===== config.mk =====
export PLATFORM = sky130hd
export DESIGN_NAME = mem_arbiter
export DESIGN_NICKNAME = d
export VERILOG_FILES = /design/src/rtl/mem_arbiter.sv
export SDC_FILE = /design/constraint.sdc
export NUM_CORES = 1
export LEC_CHECK = 0
export CAP_MARGIN = 10
export CORE_UTILIZATION = 30
export DETAILED_ROUTE_END_ITERATION = 12
export PLACE_DENSITY = 0.68
export REMOVE_ABC_BUFFERS = 1
export SETUP_SLACK_MARGIN = 0.15
export SLEW_MARGIN = 20
export SYNTH_ARGS = -nofsm -noshare
export SYNTH_HDL_FRONTEND = slang
export SYNTH_SLANG_ARGS = --single-unit

===== constraint.sdc =====
create_clock -name clk_i -period 1.65 [get_ports clk_i]
set_clock_uncertainty 0.15 [all_clocks]
set_input_delay 0.2475 -clock clk_i [delete_from_list [all_inputs] [get_ports clk_i]]
set_output_delay 0.2475 -clock clk_i [all_outputs]
set_load 0.1 [all_outputs]

===== src/rtl/mem_arbiter.sv =====
// Two-port arbiter sharing one backing memory between an instruction-fetch port
// and a data port; data wins ties unless the fetch port has waited STARVE_LIMIT grants.
module mem_arbiter #(
  parameter int unsigned STARVE_LIMIT = 4
) (
  input  logic        clk_i,
  input  logic        rst_i,
  input  logic        if_req_i,
  input  logic [31:0] if_addr_i,
  output logic [31:0] if_data_o,
  output logic        if_ack_o,
  input  logic        dm_req_i,
  input  logic        dm_we_i,
  input  logic [31:0] dm_addr_i,
  input  logic [31:0] dm_wdata_i,
  output logic [31:0] dm_rdata_o,
  output logic        dm_ack_o,
  output logic        stall_o,
  output logic        mem_enable_o,
  output logic        mem_write_o,
  output logic [31:0] mem_addr_o,
  output logic [31:0] mem_data_o,
  input  logic [31:0] mem_data_i,
  input  logic        mem_ack_i
);

  localparam int CNT_W = (STARVE_LIMIT < 1) ? 1 : $clog2(STARVE_LIMIT + 1);
  localparam logic [CNT_W-1:0] LIMIT = CNT_W'(STARVE_LIMIT);

  typedef enum logic [1:0] {IDLE, BUSY_IF, BUSY_DM, DONE} state_t;

  state_t            state;
  logic [CNT_W-1:0]  starve_cnt;
  logic [31:0]       addr_q;
  logic [31:0]       wdata_q;
  logic              we_q;
  logic              fetch_starved;

  assign fetch_starved = if_req_i && (starve_cnt == LIMIT);

  assign mem_enable_o = (state == BUSY_IF) || (state == BUSY_DM);
  assign mem_addr_o   = addr_q;
  assign mem_write_o  = we_q;
  assign mem_data_o   = wdata_q;

  // Gated by reset so every output reads 0 while rst_i is low.
  assign stall_o = rst_i & ((if_req_i & ~if_ack_o) | (dm_req_i & ~dm_ack_o));

  // NOTE: the latched address/data registers are reset too, because the memory
  // port is driven straight from them and must read 0 during reset.
  always_ff @(posedge clk_i or negedge rst_i) begin
    if (!rst_i) begin
      state      <= IDLE;
      starve_cnt <= '0;
      addr_q     <= '0;
      wdata_q    <= '0;
      we_q       <= 1'b0;
      if_data_o  <= '0;
      dm_rdata_o <= '0;
      if_ack_o   <= 1'b0;
      dm_ack_o   <= 1'b0;
    end else begin
      // NOTE: non-blocking assignments throughout, so every branch sees the
      // pre-edge value of state and starve_cnt regardless of statement order.
      if_ack_o <= 1'b0;
      dm_ack_o <= 1'b0;
      case (state)
        IDLE: begin
          if (dm_req_i && !fetch_starved) begin
            state   <= BUSY_DM;
            addr_q  <= dm_addr_i;
            we_q    <= dm_we_i;
            wdata_q <= dm_wdata_i;
            if (!if_req_i)
              starve_cnt <= '0;
            else if (starve_cnt != LIMIT)
              starve_cnt <= starve_cnt + CNT_W'(1);
          end else if (if_req_i) begin
            state      <= BUSY_IF;
            addr_q     <= if_addr_i;
            we_q       <= 1'b0;
            wdata_q    <= '0;
            starve_cnt <= '0;
          end else begin
            starve_cnt <= '0;
          end
        end
        BUSY_IF: begin
          if (mem_ack_i) begin
            if_data_o <= mem_data_i;
            if_ack_o  <= 1'b1;
            state     <= DONE;
          end
        end
        BUSY_DM: begin
          if (mem_ack_i) begin
            if (!we_q)
              dm_rdata_o <= mem_data_i;
            dm_ack_o <= 1'b1;
            state    <= DONE;
          end
        end
        default: state <= IDLE;
      endcase
    end
  end

endmodule

==> impl_metrics.json, run 1 <==
{
  "core_region_area_um2": 18700,
  "hp-class": "primary input to flop",
  "crit_path_max_fanout": 12,
  "place.port_buffers": 266,
  "syn2layout_area_growth_pct": 124,
  "postRouteAntennaNets": 0,
  "critPathLaunchType": "flop",
  "cts_tree": "built",
  "die_width_um": 140,
  "place.gp.congestion": 0.794,
  "cap_violations": 0,
  "ys.flop_type": "sky130_fd_sc_hd__dfrtp_1",
  "h_tree_depth": 4,
  "post-synth-top-area-fraction_pct": 59.5,
  "dr_wl_met2_mm": 11.6,
  "met3WireLength_mm": 1.59,
  "synthesis.area_per_instance_um2": 11.2,
  "layout_min_cycle_time_ps": 1800,
  "ff2ff_setup_slack_ps": -150,
  "clock_latency_ps": 420,
  "n_antenna_cell": 0,
  "detail_route.vias_per_cell": 4.98,
  "yosys.area.top_type": "sky130_fd_sc_hd__dfrtp_1",
  "cts_buffer_depth": 2,
  "outcome": "finished with violations",
  "synth_sequential_area_ratio_pct": 59.5,
  "antenna_found_initial": 0,
  "place_ws_ps": -229,
  "rsz0062_at_grt": "true",
  "post-route-drc-count": 0,
  "grt_first_pass_wirelength_mm": 33.6,
  "hp-start": "dm_wdata_i[2]",
  "tritoncts_num_sinks": 136,
  "met1Wirelength_mm": 9.11,
  "pre_repair_dr_iteration_count": 4,
  "critPathMaxStageDelay_ps": 380,
  "yosysUniqueCellTypes": 29,
  "hold-path-endpoint": "mem_data_o[2]$_DFFE_PN0P_",
  "tightest_slew_ps": 784,
  "core.rowCount": 50,
  "num_io_pins": 267,
  "synth_warnings": 0,
  "wl_mm": 22.8,
  "remaining_global_route_overflow": 0,
  "avgRoutedWirePerCell_um": 20.6,
  "r2r_start": "starve_cnt[1]$_DFFE_PN0P_",
  "min_path_cells": 3,
  "post_synth_inst_count": 509,
  "max_freq_mhz": 555,
  "clk_root_buffer_cell": "sky130_fd_sc_hd__clkbuf_16",
  "cpMaxStageDelayCell": "sky130_fd_sc_hd__dfrtp_1",
  "synthesis.area_um2": 5720,
  "worst_reg_to_reg_path_cell_count": 7,
  "clock_pin_slew_on_the_worst_setup_and_hold_paths_ps": 70,
  "nNetsFinal": 997,
  "floorplan.initialDensity_pct": 30.6,
  "cp_data_arrival_time_ps": 1960,
  "nFillCells": 1234,
  "final-setup-viol-count": 133,
  "final_hold_viol_count": 0,
  "failed_checks": "setup timing",
  "post-synth-top-count-cell": "sky130_fd_sc_hd__dfrtp_1",
  "die-area_um2": 19600,
  "grt_start_max_net_pins": 137,
  "initialDrtViolationCount": 235,
  "r2r_end": "mem_addr_o[27]$_DFFE_PN0P_",
  "holdWs_ps": 201,
  "grt_usage_pct": 23.0,
  "path_cells": "inv_2 > ha_4 > and3_4 > buf_4 > bufbuf_16 > o21ai_1 > a31oi_4",
  "synth_top_cells_by_count": "sky130_fd_sc_hd__dfrtp_1 (136), sky130_fd_sc_hd__nand2_1 (70), sky130_fd_sc_hd__mux2_2 (62)",
  "timing.final.max_slew_violations": 0,
  "floorplan.die.height_um": 140,
  "number_of_global_route_vias_before_repair": 5717,
  "worstPathRequired_ps": 1810,
  "final_layout_size_suffix_gt1_share_pct": 52.0,
  "timing.setup.critical_path_class": "flop to flop",
  "detailedPlacementHpwl_mm": 12.4,
  "portion_of_the_clock_cycle_consumed_by_the_worst_path_in_the_final_layout_pct": 109,
  "cts_buffers": 17,
  "routed-via-count": 5493,
  "crit_path_end_kind": "flop",
  "maxUsedRoutingLayer": "met4",
  "synth_edf_count": 0,
  "synth.ff_latch_count": 136,
  "timing.max_slew.rel_slack_pct": 47.7,
  "post_synth_main_area_contributors": "sky130_fd_sc_hd__dfrtp_1 (60%), sky130_fd_sc_hd__mux2_2 (12%), sky130_fd_sc_hd__o21ai_0 (5.3%)",
  "ys_async_sr_fraction_pct": 100,
  "finalWorstSetupSlack_ps": -152
}
## critical path: cells and delay by family (launching register included)
family	cells	cell delay [ps]
AOI/OAI and AO/OA	2	340
DFF	1	380
adders and majority gates	1	170
and+or+nand+nor	1	160
buffers and inverters	3	490
## worst max-delay path by stage
stage | start | endpoint | cells past startpoint | slack [ps]
final | starve_cnt[1]$_DFFE_PN0P_ | mem_addr_o[27]$_DFFE_PN0P_ | 7 | -150
after CTS | state[1]$_DFFE_PN0P_ | mem_enable_o | 3 | -100
after floorplan | state[0]$_DFFE_PN0P_ | mem_addr_o[0]$_DFFE_PN0P_ | 4 | -1180
after global placement | if_req_i | stall_o | 5 | -190
after detailed placement | dm_req_i | mem_data_o[27]$_DFFE_PN0P_ | 6 | -230
after global routing | state[0]$_DFFE_PN0P_ | mem_addr_o[29]$_DFFE_PN0P_ | 9 | -210
## cell usage in the layout (no fill, tap or decap), types with 4 or more instances in the layout
cell / count
sky130_fd_sc_hd__inv_1: 5
sky130_fd_sc_hd__dfrtp_2: 6
sky130_fd_sc_hd__clkdlybuf4s50_1: 130
sky130_fd_sc_hd__buf_16: 19
sky130_fd_sc_hd__nand2_4: 21
sky130_fd_sc_hd__buf_4: 31
sky130_fd_sc_hd__o21ai_2: 23
sky130_fd_sc_hd__o21ai_1: 29
sky130_fd_sc_hd__a31oi_1: 24
sky130_fd_sc_hd__dfrtp_1: 130
sky130_fd_sc_hd__inv_2: 5
sky130_fd_sc_hd__mux2_4: 64
sky130_fd_sc_hd__nor2_1: 14
sky130_fd_sc_hd__nand2_1: 25
sky130_fd_sc_hd__a31oi_4: 7
sky130_fd_sc_hd__nand2_2: 23
sky130_fd_sc_hd__nor2_4: 9
sky130_fd_sc_hd__buf_12: 152
sky130_fd_sc_hd__buf_6: 21
sky130_fd_sc_hd__inv_6: 7
sky130_fd_sc_hd__o21ai_0: 14
sky130_fd_sc_hd__nand3_1: 32
sky130_fd_sc_hd__ha_4: 4
sky130_fd_sc_hd__clkbuf_16: 22
sky130_fd_sc_hd__nor2_2: 9
## final cells by class
class                   instances  area [um^2]  area share [%]
clock buffers                  17          425            3.32
repair buffers                366         5570            43.5
multi-input cells             325         2920            22.8
inverters                      10         37.5           0.293
well taps                     234          293            2.28
clock inverters                15          156            1.22
flip-flops and latches        136         3410            26.6
## per-layer routing
metal	up-vias	global-route usage, %
met5	-	0
met4	0	8.62
met3	34	7.66
met2	245	38.7
met1	2732	27.2
li1	2482	-
## timing repair
action | in CTS | in global routing
setup buffers | 36 | 6
setup endpoints to repair | 136 | 142
hold endpoints to repair | 136 | 0
gates resized for setup | 165 | 150
hold buffers | 1 | 0
gates cloned | 20 | 5
pin swaps | 23 | 32
## registers in the layout (all words and copies together), names as in the netlist
name / cells
mem_write_o: 1
mem_addr_o: 32
if_ack_o: 1
state: 2
if_data_o: 32
dm_ack_o: 1
starve_cnt: 3
dm_rdata_o: 32
mem_data_o: 32
## cells by family after synthesis
logic type	Yosys count	synth area share [%]
compound gates	109	10.7
fa+ha+maj	7	1.53
buf+inv	48	4.66
flops	136	59.5
mux	64	12.6
simple gates	145	10.9
## through the flow
step,util [%],setup TNS (ps),cell area (um^2),instances
global route,68.5,-18140,12800,1103
CTS,64.5,-4800,12100,1092
finish,68.5,-9800,12800,1103
detailed placement,54.3,-20780,10200,1003
floorplan,-,-119120,5490,471
global placement,54.3,-19500,10200,1003
Power of run 1 is left out: the tool's default activity adds up to more than one toggle a clock period on the data nets, which glitch-free logic cannot reach.
==> run 2: changes to the inputs <==
- CORE_UTILIZATION: 30 -> 37
- CTS_CLUSTER_SIZE: not set -> 24
- PLACE_DENSITY: 0.68 -> 0.8
==> run 2 against run 1 <==
  * Largest cell class unchanged
  * Non-clock buffer count fell by 12
  * Sequential share of layout area increased by 0.37 points
  * Global-route usage increased by 3.4 points
  * First-iteration DRC count grew 50%
  * Register-to-register slack worse by 110 ps
  * Setup slack worse by 110 ps
  * Utilization grew 15 points
  * Design area shrank 1.5%
  * Sequential cell count unchanged
  * Critical endpoint is now dm_rdata_o[1]$_DFFE_PN0P_
  * The run still ends with setup timing left
==> impl_metrics.json, run 2 (same netlist as run 1, synthesis figures left out) <==
{
  "clk_root_buffer_cell": "sky130_fd_sc_hd__clkbuf_16",
  "num_io_pins": 267,
  "post-route-drc-count": 0,
  "detailedPlacementHpwl_mm": 12.0,
  "max_freq_mhz": 524,
  "die-area_um2": 16000,
  "core_region_area_um2": 15100,
  "grt_first_pass_wirelength_mm": 31.9,
  "worst_reg_to_reg_path_cell_count": 8,
  "cts_tree": "built",
  "portion_of_the_clock_cycle_consumed_by_the_worst_path_in_the_final_layout_pct": 116,
  "design_area_um2": 12600,
  "cts_buffer_depth": 2,
  "crit_path_max_fanout": 6,
  "rsz0062_at_grt": "true",
  "clock_pin_slew_on_the_worst_setup_and_hold_paths_ps": 60,
  "timing.max_slew.rel_slack_pct": 51.5,
  "routed-via-count": 5637,
  "floorplan.initialDensity_pct": 37.8,
  "timing.setup.critical_path_class": "flop to flop",
  "crit_path_end_kind": "flop",
  "layout_min_cycle_time_ps": 1910,
  "syn2layout_area_growth_pct": 121,
  "r2r_start": "state[0]$_DFFE_PN0P_",
  "worstPathRequired_ps": 1790,
  "failed_checks": "setup timing",
  "dr_wl_met2_mm": 13.2,
  "hp-class": "primary input to flop",
  "number_of_global_route_vias_before_repair": 5782,
  "final-setup-viol-count": 135,
  "timing.final.max_slew_violations": 0,
  "final_layout_size_suffix_gt1_share_pct": 52.2,
  "n_antenna_cell": 0,
  "avgRoutedWirePerCell_um": 23.3,
  "cts_buffers": 17,
  "cp_data_arrival_time_ps": 2050,
  "tritoncts_num_sinks": 136,
  "met1Wirelength_mm": 9.02,
  "r2r_end": "dm_rdata_o[1]$_DFFE_PN0P_",
  "wl_mm": 24.3,
  "floorplan.die.height_um": 126,
  "critPathLaunchType": "flop",
  "met3WireLength_mm": 1.27,
  "final_cell_mix": "sky130_fd_sc_hd__buf_12 (150), sky130_fd_sc_hd__dfrtp_1 (133), sky130_fd_sc_hd__clkdlybuf4s50_1 (130)",
  "h_tree_depth": 4,
  "maxUsedRoutingLayer": "met4",
  "final_hold_viol_count": 0,
  "initialDrtViolationCount": 352,
  "place.gp.congestion": 0.762,
  "antenna_found_initial": 0,
  "final_common_cell": "sky130_fd_sc_hd__buf_12",
  "place.port_buffers": 266,
  "hp-start": "dm_wdata_i[1]",
  "finalCoreUtilization_pct": 83.4,
  "die_width_um": 126,
  "ff2ff_setup_slack_ps": -260,
  "outcome": "finished with violations",
  "tightest_slew_ps": 728,
  "detail_route.vias_per_cell": 5.39,
  "core.rowCount": 45,
  "grt_start_max_net_pins": 137,
  "min_path_cells": 3,
  "pre_repair_dr_iteration_count": 5,
  "detailed_place.area_um2": 10000,
  "grt_usage_pct": 26.4,
  "cap_violations": 0,
  "finalWorstSetupSlack_ps": -260,
  "postRouteAntennaNets": 0,
  "nNetsFinal": 986,
  "clock_latency_ps": 410,
  "place_ws_ps": -255,
  "hold-path-endpoint": "mem_data_o[1]$_DFFE_PN0P_",
  "remaining_global_route_overflow": 0
}
-- run 2: changes by cell type in the layout (fill, tap and decap cells not counted), moves of 8 or more --
| cell | previous run | this run |
|---|---|---|
| sky130_fd_sc_hd__mux2_2 | 0 | 8 |
| sky130_fd_sc_hd__mux2_4 | 64 | 56 |
| sky130_fd_sc_hd__nor2_2 | 9 | 17 |
| sky130_fd_sc_hd__nand2_2 | 23 | 14 |
| sky130_fd_sc_hd__nor2_1 | 14 | 5 |
-- run 2: metal layers --
metal	track usage [%]	vias up
met3	6.28	62
met1	30.5	2853
li1	-	2452
met4	12.3	0
met2	46.4	270
met5	0	-
-- run 2: metrics by stage --
| stage | TNS [ps] | hold WS, ps | std cells |
|---|---|---|---|
| 2_1_floorplan | -119120 | -198 | 471 |
| 3_3_place_gp | -19110 | 274 | 954 |
| 3_5_place_dp | -18880 | 287 | 954 |
| 4_1_cts | -8830 | 215 | 1030 |
| 5_1_grt | -24890 | 259 | 1046 |
| 6_report | -19600 | 248 | 1046 |
-- run 2: area by class of cell --
| cell class | instances | area [um^2] |
|---|---|---|
| repair buffers | 354 | 5340 |
| flip-flops and latches | 136 | 3410 |
| multi-input cells | 326 | 3030 |
| fillers | 676 | 2520 |
| clock buffers | 19 | 443 |
| well taps | 188 | 235 |
| clock inverters | 13 | 125 |
| inverters | 10 | 45.0 |
-- run 2: timing repair --
item                       CTS  global route
buffers inserted            25            12
hold endpoints to repair   136             0
resized for setup          100           230
setup endpoints to repair  135           137
cloned                      18             4
hold buffers                 1             0
pin swaps                    5            55
-- run 2: worst max path at each step --
stage | from | endpoint | cells after the start
floorplan | state[0]$_DFFE_PN0P_ | mem_addr_o[0]$_DFFE_PN0P_ | 4
global placement | if_req_i | mem_data_o[1]$_DFFE_PN0P_ | 5
detailed placement | dm_req_i | mem_data_o[7]$_DFFE_PN0P_ | 5
CTS | state[0]$_DFFE_PN0P_ | dm_rdata_o[10]$_DFFE_PN0P_ | 8
global route | state[0]$_DFFE_PN0P_ | mem_data_o[0]$_DFFE_PN0P_ | 10
finish | state[0]$_DFFE_PN0P_ | dm_rdata_o[1]$_DFFE_PN0P_ | 8
-- run 2: critical path, stage by stage, from the launching register on --
cell                       delay [ps]
sky130_fd_sc_hd__dfrtp_1          400
sky130_fd_sc_hd__buf_6            140
sky130_fd_sc_hd__inv_8             40
sky130_fd_sc_hd__ha_4             140
sky130_fd_sc_hd__and2_4           170
sky130_fd_sc_hd__nand2b_4         130
sky130_fd_sc_hd__buf_6            150
sky130_fd_sc_hd__buf_12           140
sky130_fd_sc_hd__mux2_4           320
Power of run 2 is left out for the same reason.
